--- src/rtl/enabler_scheduler_pkg.sv ---
// Shared definitions for the clock-enabler scheduler.
//   - Default requester count and burst-length width.
//   - FSM state encoding shared by the top and any future siblings.
package enabler_scheduler_pkg;

    localparam int unsigned DefNreq = 4;
    localparam int unsigned DefLenw = 4;

    typedef enum logic [1:0] {
        S_IDLE = 2'd0,
        S_ARM  = 2'd1,
        S_RUN  = 2'd2,
        S_DONE = 2'd3
    } state_e;

endpackage

--- src/rtl/enabler_scheduler_rr_arbiter.sv ---
// Combinational round-robin arbiter.
// Ports:
//   req_i     - request vector, bit i = requester i
//   pointer_i - highest-priority requester; the search runs upward with wrap
//   winner_o  - one-hot winner, all zero when no request is pending
//   index_o   - binary index of the winner (0 when no request is pending)
module enabler_scheduler_rr_arbiter #(
    parameter int unsigned NREQ = 4,
    localparam int unsigned IDXW = (NREQ > 1) ? $clog2(NREQ) : 1
) (
    input  logic [NREQ-1:0] req_i,
    input  logic [IDXW-1:0] pointer_i,
    output logic [NREQ-1:0] winner_o,
    output logic [IDXW-1:0] index_o
);

    always_comb begin
        logic              found;
        int unsigned       cand;
        logic [IDXW-1:0]   cand_idx;
        winner_o = '0;
        index_o  = '0;
        found    = 1'b0;
        cand     = 0;
        cand_idx = '0;
        for (int unsigned i = 0; i < NREQ; i++) begin
            cand     = (int'(pointer_i) + i) % NREQ;
            cand_idx = IDXW'(cand);
            if (!found && req_i[cand_idx]) begin
                found              = 1'b1;
                winner_o[cand_idx] = 1'b1;
                index_o            = cand_idx;
            end
        end
    end

endmodule

--- src/rtl/enabler_scheduler.sv ---
// Scheduler for the shared clock enabler (eclk = clk & enb).
// Grants bursts of gated clock pulses to NREQ requesters in round-robin order.
// Ports:
//   clk       - system clock, also the enabler clock
//   reset     - asynchronous active-high reset
//   req       - request levels, bit i = requester i
//   len       - packed burst lengths, requester i at [i*LENW +: LENW]
//   gnt       - one-hot grant, held from ARM through DONE
//   enb       - enabler enable, launched on the falling edge of clk
//   busy      - high whenever the FSM is not idle
//   done      - one-cycle pulse at burst completion
//   remaining - pulses still to be issued in the current burst
module enabler_scheduler
    import enabler_scheduler_pkg::*;
#(
    parameter int unsigned NREQ = DefNreq,
    parameter int unsigned LENW = DefLenw,
    localparam int unsigned IDXW = (NREQ > 1) ? $clog2(NREQ) : 1
) (
    input  logic                 clk,
    input  logic                 reset,
    input  logic [NREQ-1:0]      req,
    input  logic [NREQ*LENW-1:0] len,
    output logic [NREQ-1:0]      gnt,
    output logic                 enb,
    output logic                 busy,
    output logic                 done,
    output logic [LENW-1:0]      remaining
);

    state_e            state_q, state_d;
    logic [LENW-1:0]   cnt_q, cnt_d;
    logic [NREQ-1:0]   gnt_q, gnt_d;
    logic [IDXW-1:0]   owner_q, owner_d;
    logic [IDXW-1:0]   ptr_q, ptr_d;
    logic              enb_q;
    logic              enb_next;

    logic [NREQ-1:0]   win_oh;
    logic [IDXW-1:0]   win_idx;
    logic [LENW-1:0]   lens [NREQ];

    enabler_scheduler_rr_arbiter #(
        .NREQ (NREQ)
    ) u_arb (
        .req_i     (req),
        .pointer_i (ptr_q),
        .winner_o  (win_oh),
        .index_o   (win_idx)
    );

    always_comb begin
        for (int unsigned i = 0; i < NREQ; i++) begin
            lens[i] = len[i*LENW +: LENW];
        end
    end

    always_comb begin
        state_d = state_q;
        cnt_d   = cnt_q;
        gnt_d   = gnt_q;
        owner_d = owner_q;
        ptr_d   = ptr_q;
        case (state_q)
            S_IDLE: begin
                if (|req) begin
                    gnt_d   = win_oh;
                    owner_d = win_idx;
                    cnt_d   = lens[win_idx];
                    state_d = S_ARM;
                end
            end
            S_ARM: begin
                state_d = (cnt_q == '0) ? S_DONE : S_RUN;
            end
            S_RUN: begin
                // RUN is only entered with a non-zero count, so this never wraps.
                cnt_d = cnt_q - LENW'(1);
                if (cnt_q == LENW'(1)) begin
                    state_d = S_DONE;
                end
            end
            S_DONE: begin
                // Owner drops to lowest priority for the next decision.
                ptr_d   = (owner_q == IDXW'(NREQ - 1)) ? '0 : owner_q + IDXW'(1);
                gnt_d   = '0;
                state_d = S_IDLE;
            end
            default: begin
                state_d = S_IDLE;
            end
        endcase
    end

    always_ff @(posedge clk or posedge reset) begin
        if (reset) begin
            state_q <= S_IDLE;
            cnt_q   <= '0;
            gnt_q   <= '0;
            owner_q <= '0;
            ptr_q   <= '0;
        end else begin
            state_q <= state_d;
            cnt_q   <= cnt_d;
            gnt_q   <= gnt_d;
            owner_q <= owner_d;
            ptr_q   <= ptr_d;
        end
    end

    // Launching enb on the falling edge keeps it stable while clk is high,
    // so the AND-gated eclk cannot glitch.
    assign enb_next = (state_q == S_RUN);

    always_ff @(negedge clk or posedge reset) begin
        if (reset) begin
            enb_q <= 1'b0;
        end else begin
            enb_q <= enb_next;
        end
    end

    assign gnt       = gnt_q;
    assign enb       = enb_q;
    assign busy      = (state_q != S_IDLE);
    assign done      = (state_q == S_DONE);
    assign remaining = cnt_q;

endmodule

--- config.mk ---
export PLATFORM = sky130hd
export DESIGN_NAME = enabler_scheduler
export DESIGN_NICKNAME = d
export VERILOG_FILES = /design/src/rtl/enabler_scheduler_pkg.sv /design/src/rtl/enabler_scheduler_rr_arbiter.sv /design/src/rtl/enabler_scheduler.sv
export SDC_FILE = /design/constraint.sdc
export NUM_CORES = 1
export LEC_CHECK = 0
export ABC_CLOCK_PERIOD_IN_PS = 2700
export CORE_ASPECT_RATIO = 0.8
export CORE_MARGIN = 2
export CORE_UTILIZATION = 30
export CTS_BUF_LIST = sky130_fd_sc_hd__clkbuf_4 sky130_fd_sc_hd__clkbuf_8
export DETAILED_ROUTE_END_ITERATION = 10
export SYNTH_ARGS = -nofsm -noshare
export SYNTH_HDL_FRONTEND = slang
export SYNTH_SLANG_ARGS = --single-unit
--- constraint.sdc ---
create_clock -name clk -period 2.7 [get_ports clk]
set_input_delay 0.27 -clock clk [delete_from_list [all_inputs] [get_ports clk]]
set_output_delay 0.27 -clock clk [all_outputs]
set_load 0.02 [all_outputs]
-- Word-level counts from Yosys, hierarchy flattened
Index checks and enable logic that the tools add are counted.
- register bits: 15
- input bits: 22
- reduce and logical (&&, ||, !) cells: 20
- multiplexer cells: 39
- add/subtract/negate cells: 5
- magnitude comparators: 9
- equal/unequal tests: 7
- bitwise operators: 4
- operator list (operator ; number):
    2-to-1 mux 4 bit ; 8
    case mux 4 bit (2 select lines) ; 2
    2-to-1 mux 2 bit ; 7
    less-than comparator 2 x 3 -> 1 bit (second input constant) ; 4
    2-to-1 mux 1 bit ; 12
    OR 4 bit ; 3
    binary-select mux 1 bit (select 2 bit) ; 4
    binary-select mux 4 bit (select 2 bit) ; 1
    demux 1 bit (select 2 bit) ; 4
    >= comparator 2 x 1 -> 1 bit (second input constant) ; 4
    case mux 2 bit (4 select lines) ; 1
    AND reduction 2 bit ; 4
    logical AND 1 bit ; 7
    equality test 2 bit (second input constant) ; 3
    nonzero test 2 bit ; 3
    adder 2 x 1 -> 2 bit (second input constant) ; 2
    adder 2 bit (second input constant) ; 2
    equality test 4 x 1 -> 1 bit (second input constant) ; 1
    logical NOT 4 bit ; 1
    OR reduction 4 bit ; 1
    subtractor 4 x 1 -> 4 bit (second input constant) ; 1
    >= comparator 3 bit (second input constant) ; 1
    logical NOT 1 bit ; 3
    inverter 2 -> 3 bit ; 1
    4 further kinds ; 4

-- Depth between registers and ports, before layout
Gate-level depths: netlist of run 1.
- word-level depth: 18
- gate-level depth with buffers: 10
- depth with buffers taken out: 8

-- Modules after synthesis
A second synthesis of run 1 with hierarchy kept.
- cell total of the unflattened synthesis: 147
- area, all modules: 1406.3 µm²
- by module, submodules not included (module ; instances ; cells each ; area an instance (µm²)):
    enabler_scheduler ; 1 ; 82 ; 917.1
    enabler_scheduler_rr_arbiter ; 1 ; 65 ; 489.2

==> out/metrics.cfg, run 1 <==
[power_and_ir_drop]
switching_share=0.474
p_sw_w=0.00115
power_frac_clock=0.074
irDropWorstVdd_v=0.000518
p_per_area_nw_per_um2=1160
combPwrFrac=0.755
p_int_w=0.00128
finalPower_w=0.00243
p_seq_frac=0.171
power.leakage_nw=0.890

[setup_path]
path_delay_family=flip-flops
cpPeakStageDelay_ns=0.38
startpoint=enb
cp-start-kind=flop
crit_fanout=1
crit_required_ns=2.43
reg2reg_from=ptr_q[0]
worstPathCellList=dlygate4sd2_1
criticalPathCategory=reg -> out
worst_setup_path_end_kind=output port
arrival_ns=2.31
critPathSlowestCell=dfrtn_1
crit_buf_inv=1

[routing]
dr_total_vias=1495
drt_iter0_drc=83
wl_per_cell_um=13.8
finalWirelength_um=3890
drtPass1Iterations=4
ant_nets=0
via_per_inst=5.30
drc=0

[global_routing]
grt_max_degree=23
gr-total-overflow=0
first_global_vias=1403
grt_first_pass_wirelength_um=6700
grt_usage=0.137
antenna_found_initial=0

[clock_tree]
cts_htree_levels=1
cts_tree=yes
clock_sinks=15
clk_pin_slew_ns=0.06
root_buffer=clkbuf_8
postCtsHoldBufs=0
insertion_delay_ns=0.26
cts_made_buffers=3
clk_path_buf_depth=2

[die]
pin_count=33
die_h_um=69.1
die_area_um2=5900
die_x_um=85.4
num_rows=23
start_util=0.314
core_um2=5060

[layout]
num_antenna_cells=0
layout_common_cells=clkdlybuf4s50_1, ha_1, buf_4
final_common_cell=clkdlybuf4s50_1
fin_area_um2=2090
syn2layout_area_growth_pct=31.6
layout.cells.non_filler=282
fin_nets=259
layout-drive-gt1-share=0.150

[sta]
worstMarginPinSlew_ns=0.558
rsz0062_at_grt=no
final-hold-violation-count=0
max_slew_margin=0.627
final-setup-viol-count=0
slew_viol_final=0
skew_ns=0.0168
fin_ws_ns=0.119

[yosys]
syn_area_per_cell_um2=8.83
yosysSeqAreaShare=0.236
syn_inst=180
async_flop_share=1.00
synth-edff-count=0
synth_cell_types=48
syn_area_um2=1590
yosysTopAreaCellShare=0.220
synth_top_cell_by_area=dfrtp_1
synth_warnings=0
ys_ff_latch=15
syn_nets=218
yosys-top-cells-area=dfrtp_1, ha_1, mux2i_1, mux2_2, mux4_2
synth_ff_type=dfrtp_1

[placement]
preCtsSetupSlack_ns=-0.00885
hpwl_um=3010
placed_area_um2=2040
dpl.cell_count=277
io_buffers=32
place_congestion=0.792

[hold_path]
hold_class=in -> async

[run]
cap_violations=0

[run_status]
outcome=complete, no violations

[state kept, by name (all words and copies together) (netlist names)]
signal	count
gnt	4
remaining	4
owner_q	2
enb	1
state_q	2
ptr_q	2
[routing by layer]
| metal | part of all wire | vias up | GRT usage |
|---|---|---|---|
| met5 | 0 | - | 0 |
| met4 | 0.0018 | 0 | 0.0106 |
| met3 | 0.047 | 2 | 0.0335 |
| met2 | 0.43 | 34 | 0.209 |
| met1 | 0.52 | 694 | 0.203 |
| li1 | - | 765 | - |
[cells by family after synthesis]
| kind of cell | Yosys count | share of synthesized area |
|---|---|---|
| multiplexers | 16 | 0.129 |
| flip-flops | 15 | 0.236 |
| AO/OA/AOI/OAI | 66 | 0.303 |
| adder cells (fa/ha/maj) | 16 | 0.126 |
| buffers and inverters | 23 | 0.0645 |
| AND/OR/NAND/NOR | 44 | 0.142 |
[power groups by stage]
| stage | clock network (W) | logic (W) | registers [W] |
|---|---|---|---|
| after global placement | 0 | 0.00180 | 0.000417 |
| after global routing | 0.000204 | 0.00204 | 0.000434 |
| final | 0.000181 | 0.00183 | 0.000415 |
| after CTS | 0.000186 | 0.00181 | 0.000418 |
| after floorplan | 0 | 0.00123 | 0.000487 |
| after detailed placement | 0 | 0.00181 | 0.000421 |
[path summary, 6_finish.rpt]
check | to | slack, ns | cells past startpoint
worst max-delay path | enb | 0.12 | 1
worst min-delay path | state_q[0] | 0.36 | 3
worst max register to register | remaining[0] | 0.15 | 8
worst min register to register | owner_q[1] | 0.49 | 2
max in group asynchronous | enb | 1.18 | 2
min in group clk | owner_q[1] | 0.49 | 2
[cell type report]
| class | count | area [µm²] |
|---|---|---|
| Fill cell | 509 | 2970 |
| Multi-Input combinational cell | 142 | 1120 |
| Timing Repair Buffer | 47 | 432 |
| Sequential cell | 15 | 375 |
| Tap cell | 62 | 77.6 |
| Inverter | 12 | 45.0 |
| Clock buffer | 3 | 41.3 |
| Clock inverter | 1 | 5.00 |
[per-stage QoR]
step	utilization	hold slack [ns]	TNS [ns]
after floorplan	-	0.171	0
after global placement	0.402	0.470	0
after detailed placement	0.402	0.479	-0.00885
after CTS	0.411	0.360	0
after global routing	0.413	0.376	0
final	0.413	0.357	0
[synth_stat cells (3+ instances only)]
library cell and count:
a2111oi_0 3, a211oi_1 4, a21boi_0 4, a21oi_1 10, a221o_1 6, a221oi_1 3
a22o_1 5, a22oi_1 5, clkbuf_1 7, dfrtp_1 14, ha_1 16, inv_1 11
mux2_2 6, mux2i_1 7, mux4_2 3, nand2_1 11, nand3_1 3, nor2_1 14
nor3_1 3, o21ai_0 10
[worst reg2reg max path, stage by stage, from the launching register on]
cell,delay (ns)
dfrtp_1,0.36
clkinv_1,0.09
ha_1,0.46
mux4_2,0.45
nor2b_4,0.20
o21ai_2,0.09
and2_4,0.16
a2111oi_0,0.52
a211oi_1,0.08
[repair_timing]
item / in CTS / in global routing
setup endpoints to repair: 1 / 2
gates resized for setup: 1 / 1
setup buffers: 0 / 1
pin swaps: 0 / 0
cloned: 0 / 0
(Power assumes the default switching activity.)
==> run 2: changes to the inputs <==
==> constraint.sdc (replaced) <==
create_clock -name clk -period 2.7 [get_ports clk]
set_input_delay 0.27 -clock clk [delete_from_list [all_inputs] [get_ports clk]]
set_output_delay 0.27 -clock clk [all_outputs]
set_load 0.005 [all_outputs]
==> run 2 against run 1 <==
Critical path depth rose by 7. Cell area fell by 0.36%. Combinational power fell by 6%. Utilization fell by 0.15 points. Clock skew barely moved. First-iteration DRC count fell by 28%. Register-to-register slack improved by 0.05 ns. Via count rose by 1.5%. Hold slack got worse by 0.0035 ns. Highest routed layer unchanged. Clock-buffer cell count did not move. Largest cell class unchanged. Power fell by 4.5%. Wire length rose by 2.1%. Critical endpoint is now remaining[1]. Critical path type is now reg -> reg.
==> out/metrics.cfg, run 2 (same netlist as run 1, synthesis figures left out) <==
[sta]
worstMarginPinSlew_ns=0.528  ; -0.0300 ns
fin_ws_ns=0.198  ; +0.0791 ns
period_share=0.927
rsz0062_at_grt=no
min_period_ns=2.50
max_slew_margin=0.647  ; +0.0201
final-setup-viol-count=0  ; unchanged
skew_ns=0.0165  ; -0.000266 ns
slew_viol_final=0  ; unchanged
final-hold-violation-count=0  ; unchanged
fmax_mhz=400
whs_ns=0.353  ; -0.00348 ns
setup_tns_ns=0  ; unchanged

[clock_tree]
postCtsHoldBufs=0  ; unchanged
postCtsSetupBuffers=0  ; unchanged
insertion_delay_ns=0.26  ; about the same
cts_tree=yes
root_buffer=clkbuf_8
clk_pin_slew_ns=0.06  ; about the same
cts_htree_levels=1  ; unchanged
cts_made_buffers=3  ; unchanged
clock_sinks=15  ; unchanged
clk_path_buf_depth=2  ; unchanged

[global_routing]
first_global_vias=1443  ; +2.9%
grt_util_met1=0.209  ; +0.00675
antenna_found_initial=0  ; unchanged
grt.busiest_layer=met1
met3_usage=0.0347  ; +0.00120
grt_first_pass_wirelength_um=6770  ; +1.0%
grt_max_degree=23  ; unchanged
gr-total-overflow=0  ; unchanged
grt_usage=0.139  ; +0.00185
grt_use_met2=0.205  ; -0.00434

[routing]
wl_per_cell_um=14.1  ; +2.5%
drtPass1Iterations=4  ; unchanged
finalWirelength_um=3980  ; +2.1%
drt_iter0_drc=60  ; -28%
ant_nets=0  ; unchanged
drc=0  ; unchanged
via_per_inst=5.40  ; +1.9%
dr_total_vias=1518  ; +1.5%

[setup_path]
worstRegToRegCells=8  ; unchanged
worst_setup_path_end_kind=flop
crit_required_ns=2.81  ; +0.38 ns
reg2reg_from=ptr_q[1]
cp-start-kind=flop
r2r_end=remaining[1]
reg2reg_slack_ns=0.20  ; +0.05 ns
criticalPathCategory=reg -> reg
arrival_ns=2.61  ; +0.30 ns
crit_fanout=9  ; +8

[placement]
preCtsSetupSlack_ns=0.170  ; +0.179 ns
place_congestion=0.830  ; +4.9%
io_buffers=32  ; unchanged
hpwl_um=3160  ; +4.9%

[die]
num_rows=23  ; unchanged
pin_count=33  ; unchanged
die_x_um=85.4  ; unchanged
start_util=0.314  ; unchanged
core_um2=5060  ; unchanged
die_area_um2=5900  ; unchanged
die_h_um=69.1  ; unchanged

[power_and_ir_drop]
combPwrFrac=0.743  ; -0.012
p_seq_frac=0.178  ; +0.007
switching_share=0.462  ; -0.0121
p_per_area_nw_per_um2=1110  ; -4.2%
p_sw_w=0.00107  ; -6.9%
power_frac_clock=0.079  ; +0.005
power.leakage_nw=0.886  ; -0.53%
irDropWorstVdd_v=0.000432  ; -17%
p_int_w=0.00125  ; -2.3%

[layout]
multiInputGateArea_um2=1120  ; unchanged
layout_common_cells=clkdlybuf4s50_1, ha_1, nor2_1, dfrtp_1, buf_4
syn2layout_area_growth_pct=31.1
seq_area_um2=375  ; unchanged
utilization=0.412  ; -0.00148
final_common_cell=clkdlybuf4s50_1
num_antenna_cells=0  ; unchanged
layout-drive-gt1-share=0.146  ; -0.00388
fin_nets=258  ; -0.39%
fill_cells=512  ; +0.59%

[run]
cap_violations=0  ; unchanged

[run_status]
outcome=complete, no violations

[hold_path]
hold_class=in -> async

==> run 2: changes by cell type in the layout (fill, tap and decap cells not counted), sizes merged <==
cell and change:
buf -1
==> run 2: worst max-delay path by stage <==
stage,endpoint,start,slack [ns]
after floorplan,remaining[2],ptr_q[0],0.05
after global placement,remaining[1],req[3],0.22
after detailed placement,remaining[2],req[3],0.17
after CTS,enb,enb,0.21
after global routing,remaining[0],ptr_q[1],0.03
final,remaining[1],ptr_q[1],0.20
==> run 2: final cells by class <==
cell class                 instances  share of cell area
clock inverter                     1             0.00240
tap                               62              0.0372
sequential                        15               0.180
clock buffer                       3              0.0198
timing repair buffer              46               0.203
inverter                          12              0.0216
multi-input combinational        142               0.535
==> run 2: power by group through the flow <==
stage / registers (W) / clock network (W) / logic, W
after floorplan: 0.000419 / 0 / 0.00121
after global placement: 0.000417 / 0 / 0.00170
after detailed placement: 0.000417 / 0 / 0.00171
after CTS: 0.000412 / 0.000189 / 0.00171
after global routing: 0.000427 / 0.000201 / 0.00193
final: 0.000412 / 0.000183 / 0.00172
==> run 2: layer usage <==
metal | part of all wire | wire, µm | up-vias
li1 | - | - | 767
met1 | 0.52 | 2070 | 707
met2 | 0.43 | 1690 | 38
met3 | 0.047 | 185 | 6
met4 | 0.0078 | 31 | 0
met5 | 0 | 0 | -
==> run 2: repair_timing <==
action,in CTS,in global routing
pin swaps,0,0
gates resized for setup,1,1
cloned,0,0
setup endpoints to repair,1,1
==> run 2: per-stage QoR <==
step                      std cells  cell area (µm²)  total power, W
after CTS                       281             2080         0.00232
after global placement          277             2040         0.00211
final                           281             2080         0.00232
after global routing            281             2080         0.00256
after floorplan                 180             1590         0.00163
after detailed placement        277             2040         0.00213
==> run 2: critical path, cell delays in order (launching register included) <==
cell,delay (ns)
dfrtp_1,0.34
inv_1,0.10
ha_1,0.45
mux4_2,0.49
o21bai_1,0.25
a22o_1,0.19
a221oi_1,0.29
a21oi_1,0.11
a21boi_0,0.13
